$ cat src/rtl/pc_sequencer_pkg.sv
// Shared definitions for the fetch-stage PC sequencer: state encoding and PC constants.
package pc_sequencer_pkg;

  typedef enum logic [1:0] {
    BOOT     = 2'd0,
    FETCH    = 2'd1,
    WAIT_MEM = 2'd2,
    HALT     = 2'd3
  } seq_state_t;

  localparam logic [31:0] DEFAULT_PC_STEP = 32'd4;
  localparam logic [31:0] RESET_VECTOR    = 32'h0000_0000;

endpackage

$ cat src/rtl/pc_sequencer_if.sv
// Control bundle between the PC sequencer and the hazard unit, ID branch logic,
// instruction memory, PC register and IF/ID register.
interface pc_sequencer_if #(parameter int CNT_W = 16);
  logic [31:0]      pc_cur;
  logic             branch_taken;
  logic [31:0]      branch_target;
  logic             jump;
  logic [31:0]      jump_target;
  logic             load_use_hazard;
  logic             imem_ready;
  logic             halt_req;
  logic             resume;

  logic             pc_ld;
  logic             pc_clr;
  logic [31:0]      pc_next;
  logic             ifid_ld;
  logic             ifid_flush;
  logic             id_bubble;
  logic             fetch_fault;
  logic [CNT_W-1:0] stall_cnt;

  modport master (
    input  pc_cur, branch_taken, branch_target, jump, jump_target,
           load_use_hazard, imem_ready, halt_req, resume,
    output pc_ld, pc_clr, pc_next, ifid_ld, ifid_flush, id_bubble,
           fetch_fault, stall_cnt
  );

  modport slave (
    output pc_cur, branch_taken, branch_target, jump, jump_target,
           load_use_hazard, imem_ready, halt_req, resume,
    input  pc_ld, pc_clr, pc_next, ifid_ld, ifid_flush, id_bubble,
           fetch_fault, stall_cnt
  );
endinterface

$ cat src/rtl/pc_sequencer_sat_counter.sv
// Saturating up-counter: increments on inc, holds at all-ones.
module sat_counter #(
  parameter int W = 16
) (
  input  logic         clk,
  input  logic         rst,
  input  logic         inc,
  output logic [W-1:0] cnt
);

  localparam logic [W-1:0] ONE = W'(1);

  // NOTE: sequential state is written with <= so every flop samples pre-edge values.
  always_ff @(posedge clk or posedge rst) begin
    if (rst)                  cnt <= '0;
    else if (inc && cnt != '1) cnt <= cnt + ONE;
  end

endmodule

$ cat src/rtl/pc_sequencer.sv
// Fetch-stage sequencer: picks PC+step, redirect or replayed target, and drives
// PC / IF/ID load, clear and flush controls across stalls, memory waits and halt.
module pc_sequencer
  import pc_sequencer_pkg::*;
#(
  parameter logic [31:0] PC_STEP      = DEFAULT_PC_STEP,
  parameter int          WAIT_TIMEOUT = 15,
  parameter int          CNT_W        = 16
) (
  input  logic           clk,
  input  logic           rst,
  pc_sequencer_if.master bus
);

  localparam logic [7:0] TIMEOUT_CNT = 8'(WAIT_TIMEOUT);

  seq_state_t  state_q, state_d;
  logic [7:0]  wait_q, wait_d;
  logic        pend_valid_q, pend_valid_d;
  logic [31:0] pend_target_q, pend_target_d;
  logic        fault_q, fault_d;

  logic        pc_ld, pc_clr, ifid_ld, ifid_flush, id_bubble;
  logic [31:0] pc_next;
  logic        redirect;
  logic [31:0] redirect_target;
  logic [31:0] seq_pc;
  logic        stall_inc;
  logic [CNT_W-1:0] stall_cnt;

  assign redirect        = bus.branch_taken || bus.jump;
  assign redirect_target = bus.branch_taken ? bus.branch_target : bus.jump_target;
  assign seq_pc          = bus.pc_cur + PC_STEP;

  always_ff @(posedge clk or posedge rst) begin
    if (rst) begin
      state_q       <= BOOT;
      wait_q        <= '0;
      pend_valid_q  <= 1'b0;
      pend_target_q <= RESET_VECTOR;
      fault_q       <= 1'b0;
    end else begin
      state_q       <= state_d;
      wait_q        <= wait_d;
      pend_valid_q  <= pend_valid_d;
      pend_target_q <= pend_target_d;
      fault_q       <= fault_d;
    end
  end

  // NOTE: every signal gets a default before the case so no path infers a latch.
  always_comb begin
    state_d       = state_q;
    wait_d        = wait_q;
    pend_valid_d  = pend_valid_q;
    pend_target_d = pend_target_q;
    fault_d       = fault_q;
    pc_ld         = 1'b0;
    pc_clr        = 1'b0;
    ifid_ld       = 1'b0;
    ifid_flush    = 1'b0;
    id_bubble     = 1'b0;
    pc_next       = seq_pc;

    unique case (state_q)
      BOOT: begin
        pc_clr     = 1'b1;
        ifid_flush = 1'b1;
        pc_next    = RESET_VECTOR;
        state_d    = FETCH;
      end

      FETCH: begin
        if (bus.halt_req) begin
          ifid_flush   = 1'b1;
          pend_valid_d = 1'b0;
          state_d      = HALT;
        end else if (bus.load_use_hazard) begin
          // Redirect is dropped here; ID re-presents it once operands are ready.
          id_bubble = 1'b1;
        end else if (redirect) begin
          pc_ld      = 1'b1;
          pc_next    = redirect_target;
          ifid_flush = 1'b1;
        end else if (pend_valid_q) begin
          pc_ld        = 1'b1;
          pc_next      = pend_target_q;
          ifid_flush   = 1'b1;
          pend_valid_d = 1'b0;
        end else if (!bus.imem_ready) begin
          ifid_flush = 1'b1;
          wait_d     = 8'd1;
          state_d    = WAIT_MEM;
        end else begin
          pc_ld   = 1'b1;
          ifid_ld = 1'b1;
        end
      end

      WAIT_MEM: begin
        ifid_flush = 1'b1;
        if (redirect) begin
          pend_valid_d  = 1'b1;
          pend_target_d = redirect_target;
        end
        if (bus.halt_req) begin
          pend_valid_d = 1'b0;
          wait_d       = '0;
          state_d      = HALT;
        end else if (bus.imem_ready) begin
          wait_d  = '0;
          state_d = FETCH;
        end else if (wait_q == TIMEOUT_CNT) begin
          fault_d = 1'b1;
          wait_d  = '0;
          state_d = HALT;
        end else begin
          wait_d = wait_q + 8'd1;
        end
      end

      HALT: begin
        ifid_flush = 1'b1;
        if (bus.resume && !bus.halt_req) state_d = FETCH;
      end

      default: state_d = BOOT;
    endcase
  end

  assign stall_inc = ((state_q == FETCH) || (state_q == WAIT_MEM)) && !pc_ld;

  sat_counter #(.W(CNT_W)) u_stall_cnt (
    .clk (clk),
    .rst (rst),
    .inc (stall_inc),
    .cnt (stall_cnt)
  );

  assign bus.pc_ld       = pc_ld;
  assign bus.pc_clr      = pc_clr;
  assign bus.pc_next     = pc_next;
  assign bus.ifid_ld     = ifid_ld;
  assign bus.ifid_flush  = ifid_flush;
  assign bus.id_bubble   = id_bubble;
  assign bus.fetch_fault = fault_q;
  assign bus.stall_cnt   = stall_cnt;

endmodule

$ cat src/flat_wrapper.sv
// flat-port wrapper written by rule: the top's interface ports become plain ports
module pc_sequencer_flat import pc_sequencer_pkg::*;
#(
  parameter logic [31:0] PC_STEP      = DEFAULT_PC_STEP,
  parameter int          WAIT_TIMEOUT = 15,
  parameter int          CNT_W        = 16
)
  (clk, rst, bus_pc_cur, bus_branch_taken, bus_branch_target, bus_jump, bus_jump_target, bus_load_use_hazard, bus_imem_ready, bus_halt_req, bus_resume, bus_pc_ld, bus_pc_clr, bus_pc_next, bus_ifid_ld, bus_ifid_flush, bus_id_bubble, bus_fetch_fault, bus_stall_cnt);
  pc_sequencer_if #(.CNT_W(CNT_W)) bus_i ();
  input  logic clk;
  input  logic rst;
  input wire logic [$bits(bus_i.pc_cur)-1:0] bus_pc_cur;
  input wire logic [$bits(bus_i.branch_taken)-1:0] bus_branch_taken;
  input wire logic [$bits(bus_i.branch_target)-1:0] bus_branch_target;
  input wire logic [$bits(bus_i.jump)-1:0] bus_jump;
  input wire logic [$bits(bus_i.jump_target)-1:0] bus_jump_target;
  input wire logic [$bits(bus_i.load_use_hazard)-1:0] bus_load_use_hazard;
  input wire logic [$bits(bus_i.imem_ready)-1:0] bus_imem_ready;
  input wire logic [$bits(bus_i.halt_req)-1:0] bus_halt_req;
  input wire logic [$bits(bus_i.resume)-1:0] bus_resume;
  output wire logic [$bits(bus_i.pc_ld)-1:0] bus_pc_ld;
  output wire logic [$bits(bus_i.pc_clr)-1:0] bus_pc_clr;
  output wire logic [$bits(bus_i.pc_next)-1:0] bus_pc_next;
  output wire logic [$bits(bus_i.ifid_ld)-1:0] bus_ifid_ld;
  output wire logic [$bits(bus_i.ifid_flush)-1:0] bus_ifid_flush;
  output wire logic [$bits(bus_i.id_bubble)-1:0] bus_id_bubble;
  output wire logic [$bits(bus_i.fetch_fault)-1:0] bus_fetch_fault;
  output wire logic [$bits(bus_i.stall_cnt)-1:0] bus_stall_cnt;
  assign bus_i.pc_cur = bus_pc_cur;
  assign bus_i.branch_taken = bus_branch_taken;
  assign bus_i.branch_target = bus_branch_target;
  assign bus_i.jump = bus_jump;
  assign bus_i.jump_target = bus_jump_target;
  assign bus_i.load_use_hazard = bus_load_use_hazard;
  assign bus_i.imem_ready = bus_imem_ready;
  assign bus_i.halt_req = bus_halt_req;
  assign bus_i.resume = bus_resume;
  assign bus_pc_ld = bus_i.pc_ld;
  assign bus_pc_clr = bus_i.pc_clr;
  assign bus_pc_next = bus_i.pc_next;
  assign bus_ifid_ld = bus_i.ifid_ld;
  assign bus_ifid_flush = bus_i.ifid_flush;
  assign bus_id_bubble = bus_i.id_bubble;
  assign bus_fetch_fault = bus_i.fetch_fault;
  assign bus_stall_cnt = bus_i.stall_cnt;
  pc_sequencer #(.PC_STEP(PC_STEP), .WAIT_TIMEOUT(WAIT_TIMEOUT), .CNT_W(CNT_W)) u_core (.clk(clk), .rst(rst), .bus(bus_i));
endmodule
$ cat config.mk
export PLATFORM = sky130hd
export DESIGN_NAME = pc_sequencer_flat
export DESIGN_NICKNAME = d
export VERILOG_FILES = /design/src/rtl/pc_sequencer_pkg.sv /design/src/rtl/pc_sequencer_if.sv /design/src/rtl/pc_sequencer_sat_counter.sv /design/src/rtl/pc_sequencer.sv /design/src/flat_wrapper.sv
export SDC_FILE = /design/constraint.sdc
export NUM_CORES = 1
export LEC_CHECK = 0
export CORE_AREA = 2 2 110 112
export DETAILED_ROUTE_END_ITERATION = 8
export DIE_AREA = 0 0 112 114
export GPL_ROUTABILITY_DRIVEN = 0
export PLACE_DENSITY = 0.86
export SLEW_MARGIN = 20
export SYNTH_ARGS = -nofsm -noshare
export SYNTH_HDL_FRONTEND = slang
export SYNTH_SLANG_ARGS = --single-unit
$ cat constraint.sdc
create_clock -name clk -period 2.1 [get_ports clk]
set_clock_uncertainty 0.1 [all_clocks]
set_input_delay 0.21 -clock clk [delete_from_list [all_inputs] [get_ports clk]]
set_output_delay 0.21 -clock clk [all_outputs]
set_load 0.03 [all_outputs]
* Yosys cells after proc, flatten, opt, wreduce, memory -nomap -nowiden
Cells that the tools add are included.
Cells by class: add/subtract/negate cells 3, $mul 0, div/mod/pow operators 0, magnitude comparators 0, equal/unequal tests 17, shift-type cells 0, multiplexer cells 52, bitwise operators 2, reduce and logical (&&, ||, !) cells 15
Operators with widths (count):
- $mux 32 | 5
- $mux 8 | 8
- $pmux 32 s2 | 1
- $add 32x3->32 const B | 1
- $mux 1 | 25
- $mux 2 | 9
- $add 16x1->16 const B | 1
- $ne 16x16->1 const B | 1
- $pmux 8 s2 | 1
- $ne 3x3->1 const B | 4
- $reduce_and 6->1 | 2
- $ne 2x2->1 const B | 5
- $add 8x1->8 const B | 1
- $eq 8x4->1 const B | 1
- $pmux 2 s4 | 1
- $reduce_and 4->1 | 2
- $eq 2x2->1 const B | 2
- $ne 4x3->1 const B | 1
- $pmux 1 s2 | 2
- $logic_and 1x1->1 | 3
- $ne 3x2->1 const B | 1
- $reduce_or 3->1 | 1
- $eq 2x1->1 const B | 1
- $logic_not 1->1 | 2
- other kinds (6) | 8
Word-level totals: register bits 60, bits in latches 0, bits in writable memories 0, ROM bits 0, memories kept 0

* Longest topological paths before layout
depth after elaboration 9, mapped depth 8, mapped depth without buffers 7

* Cells and area by module
Synthesis repeated with hierarchy kept, for this count alone.
Unflattened totals: cell total of the unflattened synthesis 584, area, all modules 4788.3 um^2
Modules (own cells, without submodules):
- pc_sequencer | times used 1, cells an instance 513, area an instance 3982.6 um^2
- sat_counter | times used 1, cells an instance 71, area an instance 805.8 um^2

* Least setup slack after synthesis
OpenSTA, ideal clock, no wires.
path kind register -> output, start point register u_core.state_q[1], end point output bus_pc_next[31], data arrival time 2.251 ns, required time 1.790 ns, path slack -0.461 ns, cell stages (with the launch flop) 8, buffers on the path 1, path through dfrtp_1 > inv_1 > ha_1 > or3b_1 > clkbuf_1 > a21oi_1 > o21ai_0 > a211oi_1
Between the ends: cells in the longest elaborated chain, start to end 2
RTL lines:
- start: declaration | line pc_sequencer.sv:17 | seq_state_t state_q, state_d;
- start signal: assignment | line pc_sequencer.sv:43 | state_q <= state_d;
- $eq 2x1->1 / $logic_not 2->1 (equally long branches) | line pc_sequencer.sv:65 | unique case (state_q)
- $pmux 32 s2 (*) | line pc_sequencer.sv:65
- end: declaration | line flat_wrapper.sv:23 | output wire logic [$bits(bus_i.pc_next)-1:0] bus_pc_next;
Every way passes the cells marked *; elsewhere a longest branch is shown, timed or not.

* Worst setup path in the final report
start point register u_core.state_q[0], end point output bus_pc_next[18]
The elaborated chain is that of the path after synthesis.

==> key figures <==
Worst setup path
  • CP Max Fanout: 5
  • Crit path arrival time: 2.06 ns
  • Type of the worst setup path: flop to primary output
  • Critical path capture point type: primary output
  • Worst Path Required: 1.79 ns
  • CP startpoint kind: flop

Run
  • Max-Cap Viols: 0

Synth
  • Xor and xnor area share after synthesis: 0.0891
  • Post-Synthesis Cell Area: around 4700 sq um
  • Yosys warnings: 0
  • Syn avg cell area: 7.95 sq um
  • EDFF count, synth: 0
  • Largest family of logic cells by synthesized area: simple AND/OR/NAND/NOR gates
  • Post-Syn Instances: 594
  • Mux cell area share after synthesis: 0.0766
  • Share of flip-flops with an asynchronous set or reset: 1.00
  • Post-synthesis adder-cell area fraction: 0.0212
  • Syn Nets: 706
  • Yosys cell types: 61
  • Seq/Total Area, Yosys: 0.318
  • Simple-gate portion of the synthesized area: 0.254
  • FF+latch count, synth: 60
  • Synth Area in Compound Gates: 0.201
  • Top_reg_cell synth: dfrtp_1

Die
  • Rows: 40
  • Die Span Y: 114 microns
  • Initial Util: 0.403
  • Die area: approximately 13,000 sq um
  • I/O pins: ~160
  • Core Area: 11,700 sq um
  • Die Width: 112 microns

Route
  • Final ANT Viol Nets: 0
  • DRT iter0 DRCs: 666
  • DRC viols: 0
  • Wire length per cell: 19.9 microns
  • DRT Pass-1 Iters: 5
  • Routed vias: 6,002
  • Drt via density: roughly 5.9
  • Routed WL: 20,300 microns

STA
  • Measured slew at the worst slew-check pin: 0.496 ns
  • Period minus WS final: around 2.4 ns
  • Period utilization: 1.13
  • Rel. slew slack: 0.661
  • Fmax achieved: 421 MHz
  • Hold Vio Cnt, Final: 0
  • Final setup TNS: -5.35 ns
  • Final setup viols: 31
  • Setup ws final: -0.274 ns
  • Unrepaired setup endpoints after global routing: true
  • Hold Slack: 0.164 ns
  • Max Slew Vio Count: 0

Finish
  • Final #Nets: 977
  • Fin area: between 8000 and 9000 sq um
  • Share of cells above drive strength 1: 0.334
  • Commonest non-fill, non-tap cell in the layout: buf_4
  • Most frequent cells in the layout: buf_4, clkdlybuf4s50_1, nand2_1
  • Ant diodes: 0
  • Area grow syn2layout: 80.4%

Global routing
  • GRT Total Usage: 0.292
  • Vias in the first global route: 6,067
  • Pin count of the biggest net entering global routing: 61
  • Overflow after GRT: 0
  • Antenna violations before repair: 0
  • First-pass GRT wire length: 30,300 microns

Power and ir drop
  • Peak VDD IR: 0.844 mV
  • Leakage power total: between 3 and 4 nW
  • Power Density: 976 nW/um^2

Run status
  • Status: finished with violations
  • Violated checks: setup timing

CTS
  • CTS buffer count: 9
  • Clock root buffer: clkbuf_16
  • CTS tree: yes
  • Skew-Pair Late Insertion Delay: between 0.3 and 0.4 ns
  • H-tree levels: 3
  • Sink Count: 60
  • Hold_buf cts: 0
  • Max clock buf depth: 2
  • Worst-path clk slew: 0.05 ns

Min path
  • Hold Crit Class: primary input to async pin

Placed design
  • Dpl cell area: 7390 sq um
  • DPL Wire Length: 12,600 microns
  • Buffers added on ports: 157
Yosys cell counts (2+ instances only):
master | n | area (sq um)
a2111oi_0 | 2 | 17.5
a211oi_1 | 3 | 22.5
a21boi_0 | 7 | 52.6
a21oi_1 | 51 | 255
a221oi_1 | 2 | 17.5
a22oi_1 | 2 | 15.0
a31oi_1 | 2 | 12.5
and2_1 | 4 | 25.0
and3_1 | 9 | 56.3
and4_1 | 4 | 35.0
buf_1 | 2 | 7.51
buf_2 | 5 | 25.0
clkbuf_1 | 27 | 101
dfrtp_1 | 60 | 1500
ha_1 | 8 | 100
inv_1 | 13 | 48.8
mux2i_1 | 35 | 350
nand2_1 | 92 | 345
nand2b_1 | 3 | 18.8
nand3_1 | 24 | 120
nand4_1 | 21 | 131
nor2_1 | 44 | 165
nor2b_1 | 4 | 25.0
nor3_1 | 8 | 40.0
nor3_2 | 2 | 20.0
nor3b_1 | 3 | 22.5
nor4_4 | 2 | 42.5
o211ai_1 | 2 | 15.0
o21ai_0 | 30 | 150
o21ai_1 | 15 | 75.1
o221ai_1 | 2 | 17.5
o22ai_1 | 20 | 125
o311a_1 | 2 | 20.0
o31ai_1 | 4 | 30.0
o32ai_1 | 4 | 35.0
or2_1 | 2 | 12.5
or3_1 | 2 | 12.5
or3b_1 | 2 | 17.5
or4b_1 | 2 | 20.0
xnor2_1 | 23 | 201
xor2_1 | 25 | 219
registers in the layout (all words and copies together) (netlist names):
register,cells
u_core.pend_valid_q,1
u_core.u_stall_cnt.cnt,16
u_core.state_q,2
u_core.bus.fetch_fault,1
u_core.wait_q,8
u_core.pend_target_q,32
layout make-up:
| type | instances | area [sq um] |
|---|---|---|
| Clock buffer | 9 | 225 |
| Clock inverter | 7 | 52.6 |
| Fill cell | 794 | 3200 |
| Inverter | 15 | 61.3 |
| Multi-Input combinational cell | 485 | 3690 |
| Sequential cell | 60 | 1500 |
| Tap cell | 147 | 184 |
| Timing Repair Buffer | 294 | 2800 |
worst paths after layout:
| check | startpoint | to | slack [ns] | cells after the start |
|---|---|---|---|---|
| setup / recovery | u_core.state_q[0] | bus_pc_next[18] | -0.27 | 7 |
| hold / removal | rst | u_core.state_q[0] | 0.16 | 3 |
| setup reg to reg | u_core.state_q[1] | u_core.u_stall_cnt.cnt[4] | 0.03 | 8 |
| hold reg to reg | u_core.pend_target_q[29] | u_core.pend_target_q[29] | 0.38 | 2 |
| max in group asynchronous | rst | u_core.pend_valid_q | 1.42 | 3 |
| min in group clk | bus_branch_taken | u_core.pend_target_q[17] | 0.35 | 3 |
critical path, stage by stage (launching register included):
cell and delay [ns]:
dfrtp_2 0.43, ha_4 0.17, or3b_4 0.27, buf_6 0.16, buf_6 0.12, a21oi_1 0.04, o31ai_1 0.31, buf_4 0.24
routing by layer:
layer	wire length, microns	vias to the layer above	global-route usage	share of wire
met5	0	-	0	0
met4	1260	0	0.156	0.062
met3	1380	112	0.0505	0.068
met2	10000	371	0.517	0.49
met1	7630	2824	0.339	0.38
li1	-	2695	-	-
what timing repair did:
item                                   CTS  global route
endpoints found under the hold margin    0             0
cloned                                   1             2
gates resized for setup                114            59
buffers inserted                        16             3
setup endpoints to repair               48            53
pin swaps                               15            19
where the power goes:
part	internal [W]	switching, W
Combinational	0.00233	0.00271
Sequential	0.00154	0.000338
Clock	0.000804	0.000579
Total	0.00468	0.00363
stage by stage:
step / worst slack (ns) / utilization / power, W / std cells
finish: -0.274 / 0.727 / 0.00831 / 1017
global route: -0.344 / 0.727 / 0.00868 / 1017
CTS: -0.261 / 0.702 / 0.00776 / 1012
detailed placement: -0.449 / 0.631 / 0.00575 / 980
global placement: -0.432 / 0.631 / 0.00565 / 980
floorplan: -0.263 / - / 0.00399 / 594
kinds of logic (layout without fill, tap and decap cells):
family          after synthesis  count (layout)
flops                        60              60
compound gates              157             157
mux                          36              36
buf+inv                      49             325
simple gates                236             236
xor+xnor                     48              48
fa+ha+maj                     8               8
No activity file was read; power rests on OpenSTA's default activity.
